### src/rtl/level_pkg.sv
// level_pkg: shared state type, tile widths, default tile codes and a
// lowest-set-bit encoder for the level controller.
package level_pkg;
    typedef enum logic [2:0] {
        IDLE    = 3'd0,
        RESTORE = 3'd1,
        PLAY    = 3'd2,
        WON     = 3'd3,
        LOST    = 3'd4
    } level_state_t;

    localparam int TILE_X_W = 5;
    localparam int TILE_Y_W = 4;
    localparam logic [7:0] SKY_CODE = 8'd1;
    localparam logic [7:0] TKN_CODE = 8'd4;

    function automatic logic [2:0] lowest_set(input logic [7:0] m);
        lowest_set = 3'd0;
        for (int i = 7; i >= 0; i--)
            if (m[i]) lowest_set = 3'(i);
    endfunction
endpackage

### src/rtl/level_if.sv
// level_if: control inputs and tile-write/status outputs of the level controller.
interface level_if #(parameter int NUM_COINS = 3);
    import level_pkg::*;
    localparam int CW = $clog2(NUM_COINS + 1);
    logic                 start;
    logic [NUM_COINS-1:0] touch;
    logic                 enemy_hit;
    logic                 tile_we;
    logic [TILE_X_W-1:0]  tile_x;
    logic [TILE_Y_W-1:0]  tile_y;
    logic [7:0]           tile_code;
    logic [CW-1:0]        coins_left;
    logic [7:0]           seconds_left;
    level_state_t         state;
    logic                 win;
    logic                 lose;

    modport master (
        input  start, touch, enemy_hit,
        output tile_we, tile_x, tile_y, tile_code, coins_left, seconds_left, state, win, lose
    );
    modport slave (
        output start, touch, enemy_hit,
        input  tile_we, tile_x, tile_y, tile_code, coins_left, seconds_left, state, win, lose
    );
endinterface

### src/rtl/level_timer.sv
// level_timer: per-second prescaler and seconds down-counter; expire_o flags
// the edge on which seconds_o steps from 1 to 0.
module level_timer #(
    parameter int TIME_LIMIT        = 60,
    parameter int CLOCKS_PER_SECOND = 25_000_000
) (
    input  logic       clk,
    input  logic       rst,
    input  logic       run_i,
    input  logic       load_i,
    output logic [7:0] seconds_o,
    output logic       expire_o
);
    localparam int PW = $clog2(CLOCKS_PER_SECOND);
    logic [PW-1:0] pre_q, pre_d;
    logic [7:0]    sec_q, sec_d;
    logic          wrap;

    always_comb begin
        wrap     = run_i && pre_q == PW'(CLOCKS_PER_SECOND - 1);
        pre_d    = load_i ? '0 : run_i ? (wrap ? '0 : pre_q + 1'b1) : pre_q;
        sec_d    = load_i ? 8'(TIME_LIMIT) : wrap ? sec_q - 8'd1 : sec_q;
        expire_o = !load_i && wrap && sec_q == 8'd1;
    end

    always_ff @(posedge clk or posedge rst) begin
        if (rst) begin
            pre_q <= '0;
            sec_q <= 8'(TIME_LIMIT);
        end else begin
            pre_q <= pre_d;
            sec_q <= sec_d;
        end
    end

    assign seconds_o = sec_q;
endmodule

### src/rtl/level_controller.sv
// level_controller: coin bookkeeping, serialised tile-map writes, level
// countdown and the IDLE/RESTORE/PLAY/WON/LOST state machine.
module level_controller import level_pkg::*; #(
    parameter int                     NUM_COINS         = 3,
    parameter logic [5*NUM_COINS-1:0] COIN_X            = {5'd9, 5'd15, 5'd2},
    parameter logic [4*NUM_COINS-1:0] COIN_Y            = {4'd2, 4'd2, 4'd5},
    parameter int                     TIME_LIMIT        = 60,
    parameter int                     CLOCKS_PER_SECOND = 25_000_000,
    parameter logic [7:0]             SKY               = SKY_CODE,
    parameter logic [7:0]             TKN               = TKN_CODE
) (
    input  logic     vga_clock,
    input  logic     reset,
    level_if.master  bus
);
    localparam int CW = $clog2(NUM_COINS + 1);

    level_state_t         state_q, state_d;
    logic [NUM_COINS-1:0] collected_q, collected_d, pending_q, pending_d, capture;
    logic [CW-1:0]        coins_q, coins_d;
    logic [2:0]           idx_q, idx_d, sel;
    logic                 we_q, we_d, expire;
    logic [4:0]           x_q, x_d;
    logic [3:0]           y_q, y_d;
    logic [7:0]           code_q, code_d;

    level_timer #(
        .TIME_LIMIT(TIME_LIMIT),
        .CLOCKS_PER_SECOND(CLOCKS_PER_SECOND)
    ) u_timer (
        .clk(vga_clock),
        .rst(reset),
        .run_i(state_q == PLAY),
        .load_i(bus.start),
        .seconds_o(bus.seconds_left),
        .expire_o(expire)
    );

    always_comb begin
        state_d     = state_q;
        collected_d = collected_q;
        pending_d   = pending_q;
        coins_d     = coins_q;
        idx_d       = idx_q;
        we_d        = 1'b0;
        x_d         = x_q;
        y_d         = y_q;
        code_d      = code_q;
        capture     = bus.touch & ~collected_q;
        sel         = lowest_set(8'(pending_q));
        if (bus.start) begin
            state_d     = RESTORE;
            collected_d = '0;
            pending_d   = '0;
            coins_d     = CW'(NUM_COINS);
            idx_d       = '0;
        end else if (state_q == RESTORE) begin
            we_d    = 1'b1;
            x_d     = COIN_X[5*idx_q +: 5];
            y_d     = COIN_Y[4*idx_q +: 4];
            code_d  = TKN;
            idx_d   = idx_q + 3'd1;
            state_d = idx_q == 3'(NUM_COINS - 1) ? PLAY : RESTORE;
        end else if (state_q == PLAY) begin
            // Newly captured coins only become issuable next cycle, so the
            // issuing coin and fresh captures never collide.
            collected_d = collected_q | bus.touch;
            pending_d   = (pending_q & ~(NUM_COINS'(1) << sel)) | capture;
            if (|pending_q) begin
                we_d    = 1'b1;
                x_d     = COIN_X[5*sel +: 5];
                y_d     = COIN_Y[4*sel +: 4];
                code_d  = SKY;
                coins_d = coins_q - 1'b1;
                state_d = coins_q == CW'(1) ? WON : PLAY;
            end
            if (bus.enemy_hit || expire) state_d = LOST;
            if (state_d != PLAY) pending_d = '0;
        end
    end

    always_ff @(posedge vga_clock or posedge reset) begin
        if (reset) begin
            state_q     <= IDLE;
            collected_q <= '0;
            pending_q   <= '0;
            coins_q     <= CW'(NUM_COINS);
            idx_q       <= '0;
            we_q        <= 1'b0;
            x_q         <= '0;
            y_q         <= '0;
            code_q      <= '0;
        end else begin
            state_q     <= state_d;
            collected_q <= collected_d;
            pending_q   <= pending_d;
            coins_q     <= coins_d;
            idx_q       <= idx_d;
            we_q        <= we_d;
            x_q         <= x_d;
            y_q         <= y_d;
            code_q      <= code_d;
        end
    end

    assign bus.tile_we    = we_q;
    assign bus.tile_x     = x_q;
    assign bus.tile_y     = y_q;
    assign bus.tile_code  = code_q;
    assign bus.coins_left = coins_q;
    assign bus.state      = state_q;
    assign bus.win        = state_q == WON;
    assign bus.lose       = state_q == LOST;
endmodule

### src/flat_wrapper.sv
// flat-port wrapper written by rule: the top's interface ports become plain ports
module level_controller_flat import level_pkg::*;
#(
    parameter int                     NUM_COINS         = 3,
    parameter logic [5*NUM_COINS-1:0] COIN_X            = {5'd9, 5'd15, 5'd2},
    parameter logic [4*NUM_COINS-1:0] COIN_Y            = {4'd2, 4'd2, 4'd5},
    parameter int                     TIME_LIMIT        = 60,
    parameter int                     CLOCKS_PER_SECOND = 25_000_000,
    parameter logic [7:0]             SKY               = SKY_CODE,
    parameter logic [7:0]             TKN               = TKN_CODE
)
  (vga_clock, reset, bus_start, bus_touch, bus_enemy_hit, bus_tile_we, bus_tile_x, bus_tile_y, bus_tile_code, bus_coins_left, bus_seconds_left, bus_state, bus_win, bus_lose);
  level_if #(.NUM_COINS(NUM_COINS)) bus_i ();
  input  logic vga_clock;
  input  logic reset;
  input wire logic [$bits(bus_i.start)-1:0] bus_start;
  input wire logic [$bits(bus_i.touch)-1:0] bus_touch;
  input wire logic [$bits(bus_i.enemy_hit)-1:0] bus_enemy_hit;
  output wire logic [$bits(bus_i.tile_we)-1:0] bus_tile_we;
  output wire logic [$bits(bus_i.tile_x)-1:0] bus_tile_x;
  output wire logic [$bits(bus_i.tile_y)-1:0] bus_tile_y;
  output wire logic [$bits(bus_i.tile_code)-1:0] bus_tile_code;
  output wire logic [$bits(bus_i.coins_left)-1:0] bus_coins_left;
  output wire logic [$bits(bus_i.seconds_left)-1:0] bus_seconds_left;
  output wire logic [$bits(bus_i.state)-1:0] bus_state;
  output wire logic [$bits(bus_i.win)-1:0] bus_win;
  output wire logic [$bits(bus_i.lose)-1:0] bus_lose;
  assign bus_i.start = bus_start;
  assign bus_i.touch = bus_touch;
  assign bus_i.enemy_hit = bus_enemy_hit;
  assign bus_tile_we = bus_i.tile_we;
  assign bus_tile_x = bus_i.tile_x;
  assign bus_tile_y = bus_i.tile_y;
  assign bus_tile_code = bus_i.tile_code;
  assign bus_coins_left = bus_i.coins_left;
  assign bus_seconds_left = bus_i.seconds_left;
  assign bus_state = bus_i.state;
  assign bus_win = bus_i.win;
  assign bus_lose = bus_i.lose;
  level_controller #(.NUM_COINS(NUM_COINS), .COIN_X(COIN_X), .COIN_Y(COIN_Y), .TIME_LIMIT(TIME_LIMIT), .CLOCKS_PER_SECOND(CLOCKS_PER_SECOND), .SKY(SKY), .TKN(TKN)) u_core (.vga_clock(vga_clock), .reset(reset), .bus(bus_i));
endmodule
### config.mk
export PLATFORM = sky130hd
export DESIGN_NAME = level_controller_flat
export DESIGN_NICKNAME = d
export VERILOG_FILES = /design/src/rtl/level_pkg.sv /design/src/rtl/level_if.sv /design/src/rtl/level_timer.sv /design/src/rtl/level_controller.sv /design/src/flat_wrapper.sv
export SDC_FILE = /design/constraint.sdc
export NUM_CORES = 1
export LEC_CHECK = 0
export BUFFER_PORTS_ARGS = -buffer_cell sky130_fd_sc_hd__clkbuf_2
export CORE_ASPECT_RATIO = 1.1
export CORE_UTILIZATION = 25
export CTS_BUF_LIST = sky130_fd_sc_hd__clkbuf_2 sky130_fd_sc_hd__clkbuf_4 sky130_fd_sc_hd__clkbuf_8
export DETAILED_ROUTE_END_ITERATION = 8
export PLACE_DENSITY = 0.46
export SYNTH_ARGS = -nofsm -noshare
export SYNTH_HDL_FRONTEND = slang
export SYNTH_SLANG_ARGS = --single-unit
### constraint.sdc
create_clock -name vga_clock -period 2.19 [get_ports vga_clock]
set_input_delay 0.438 -clock vga_clock [delete_from_list [all_inputs] [get_ports vga_clock]]
set_output_delay 0.438 -clock vga_clock [all_outputs]
set_load 0.02 [all_outputs]
==> impl_results.md <==
* Outcome: finished clean
* ANT nets after route at 0
* Largest net degree at the start of global routing at 23
* Initial Utilization at 0.2609
* Initial antenna violation count at 0
* Detailed Route Iter0 Violations at 94
* CP cell instances: nor4b_2 -> nand3_1 -> or4_4 -> or4_4 -> a21oi_2
* Synth Register Bits at 54
* Clock tree sinks at 54
* EDFF count, synth at 0
* Nets@finish at 402
* Post-Synthesis Cells at 327
* Diode count at 0
* Layout area overhead at 23.41%
* Worst Hold Class: input pin to asynchronous set/reset pin
* Delay-heaviest family, CP: simple AND/OR/NAND/NOR gates
* Site row count at 41
* DRC Markers at 0
* Mean Syn Cell Area at 9.332 µm²
* CP Class: flop to flop
* Setup slack, reg-to-reg at 0.05 ns
* Leak at 1.657 nW
* Ranking of synthesized cells by area: dfrtp_1 (39%), dfstp_2 (5.2%), nor2_1 (4.2%)
* Die ar. at 0.01265 mm²
* Routed met1 length at 3.738 mm
* Synth unique cells at 56
* Slew headroom at 0.5972
* Core outline area at 0.01170 mm²
* Drt first pass iters at 4
* Filler cells at 1250
* WP buf/inv at 0
* Period Utilization, post-route at 0.9767
* Vias at 2564
* FF+latch area at 0.001361 mm²
* # setup viols final at 0
* Synth area leader: dfrtp_1
* Met3 Wirelength at 273 µm
* Post-Syn Area at 0.003052 mm²
* Max incr delay on CP at 0.61 ns
* GRT Resource Usage Total at 0.1305
* Worst-path fanout max at 5
* Critical Path Start Type: flop
* Worst-margin pin slew at 0.6014 ns
* Top_reg_cell synth: dfrtp_1
* CTS clock-pin slew for the worst setup and hold paths at 0.10 ns
* Clk_lat worst skew at 0.32 ns
* Crit path DAT at 2.39 ns
* Post-synthesis sequential area ratio at 0.4453
* Routed wire length at 7.774 mm
* VDD IR-drop max at 0.4378 mV
* CP required at 2.44 ns
* Synth top area share at 0.3936
* Hold_ws at 0.09194 ns
* RR Startpoint: u_core.u_timer.pre_q[15]
* H-tree Lvls at 2
* Async set or reset register ratio after synthesis at 1.000
* Hold-fix buffers at CTS at 0
* First-pass GRT wire length at 13.04 mm
* Reg-to-reg endpoint: u_core.u_timer.seconds_o[7]
* Setup Skew at 0.005771 ns
* Io pins at 40
* GP Congestion at 0.7929
* Maxcap violations at 0
* Commonest non-fill, non-tap cells in the layout: dfrtp_1 (46), buf_4 (39), nor2_1 (34)
* Cell Pwr Density at 722.8 mW/mm²
* Max layer used: met4
* Slew Viols, Final at 0
* Met2 routed WL at 3.681 mm
* Final hold vios at 0
* Multi-input logic area at 0.001539 mm²
* Fin Setup TNS at 0 ns
* Gr ovfl total at 0
* Port buffer count at 31
* Number of global-route vias before repair at 2495
* Yosys synthesis warning count at 0
* CTS tree: built
* Tmin final at 2.139 ns
* Num CTS Buffers at 5
* Clk root buf: clkbuf_8
* Most common cell after layout, fill and taps aside: dfrtp_1
* Final HPWL DP at 5.752 mm
* Slowest stage cell, crit path: or4_4
* Max Clock Freq at 467.5 MHz
* Top cell by count, worst path: or4_4
* Drt via density at 4.766
* Die width at 107.3 µm
* Crit path capture type: flop
* DIE HEIGHT at 117.9 µm
* Cell count of the worst reg-to-reg path at 5
* Wire length per cell at 14.45 µm
* Pwr Total at 2.722 mW
* CTS max path bufs at 2
* Final core occ at 0.3220
* Layout cells sized above 1 at 0.2655
cells in the mapped netlist (5+ instances only):
library cell  instances
nand4_1               7
nor3_1               12
clkbuf_1              9
or4_1                 5
xnor2_1               8
o21ai_0              13
xor2_1               11
buf_4                11
a21oi_1              18
dfrtp_1              48
ha_1                  8
or3_1                 9
inv_1                15
nand2_1              25
and4_1                7
nor2_1               34
nand3_1              10
dfstp_2               6
sequential cells by signal, summed over array words and instances (netlist names):
| signal | flops |
|---|---|
| u_core.bus.tile_y | 2 |
| u_core.u_timer.seconds_o | 8 |
| u_core.collected_q | 3 |
| u_core.u_timer.pre_q | 25 |
| u_core.bus.coins_left | 2 |
| u_core.bus.state | 3 |
| u_core.pending_q | 3 |
| u_core.bus.tile_x | 2 |
| u_core.idx_q | 3 |
| u_core.bus.tile_we | 1 |
| u_core.bus.tile_code | 2 |
through the flow:
| step | cells | setup WS, ns | instance area (µm²) |
|---|---|---|---|
| floorplan | 334 | -0.01187 | 3093 |
| global placement | 524 | 0.1017 | 3545 |
| detailed placement | 524 | 0.09654 | 3545 |
| CTS | 532 | 0.03114 | 3687 |
| global route | 538 | -0.001094 | 3766 |
| finish | 538 | 0.05096 | 3766 |
metal layers:
layer,global-route usage,up-vias
met1,0.1758,1252
li1,-,1260
met5,0,-
met4,0.03082,0
met2,0.2149,46
met3,0.02381,6
where the power goes:
group / switching (mW) / internal (mW) / total [mW]
clock network: 0.352 / 0.488 / 0.840
logic: 0.424 / 0.299 / 0.723
registers: 0.0753 / 1.08 / 1.16
total: 0.852 / 1.87 / 2.72
area by class of cell:
cell class,count,share of cell area
multi-input cells,239,0.4086
flip-flops and latches,54,0.3615
well taps,150,0.04983
inverters,15,0.01495
repair buffers,72,0.1272
clock buffers,6,0.02193
clock inverters,2,0.01595
cells by family after synthesis:
logic type | after synthesis | share of synthesized area
AOI/OAI and AO/OA | 61 | 0.1308
xor gates and xnor gates | 19 | 0.05453
adders and majority gates | 8 | 0.03280
buffers and inverters | 41 | 0.07011
DFF | 54 | 0.4453
muxes | 2 | 0.006970
other | 1 | 0.001229
and+or+nand+nor | 141 | 0.2583
how the worst max path moves through the flow:
stage / slack [ns] / cells past startpoint / startpoint / endpoint
final: 0.05 / 5 / u_core.u_timer.pre_q[15] / u_core.u_timer.seconds_o[7]
after global routing: -0.001 / 5 / u_core.u_timer.pre_q[15] / u_core.u_timer.seconds_o[7]
after CTS: 0.03 / 5 / u_core.u_timer.pre_q[6] / u_core.u_timer.seconds_o[7]
after detailed placement: 0.1 / 5 / u_core.u_timer.pre_q[6] / u_core.u_timer.seconds_o[7]
after global placement: 0.10 / 5 / u_core.u_timer.pre_q[6] / u_core.u_timer.seconds_o[7]
after floorplan: -0.01 / 7 / u_core.bus.state[0] / u_core.u_timer.seconds_o[7]
what timing repair did:
action,in CTS,in global routing
setup endpoints to repair,0,4
gates resized for setup,0,7
setup buffers,0,6
Power figures use the tool's default switching activity.
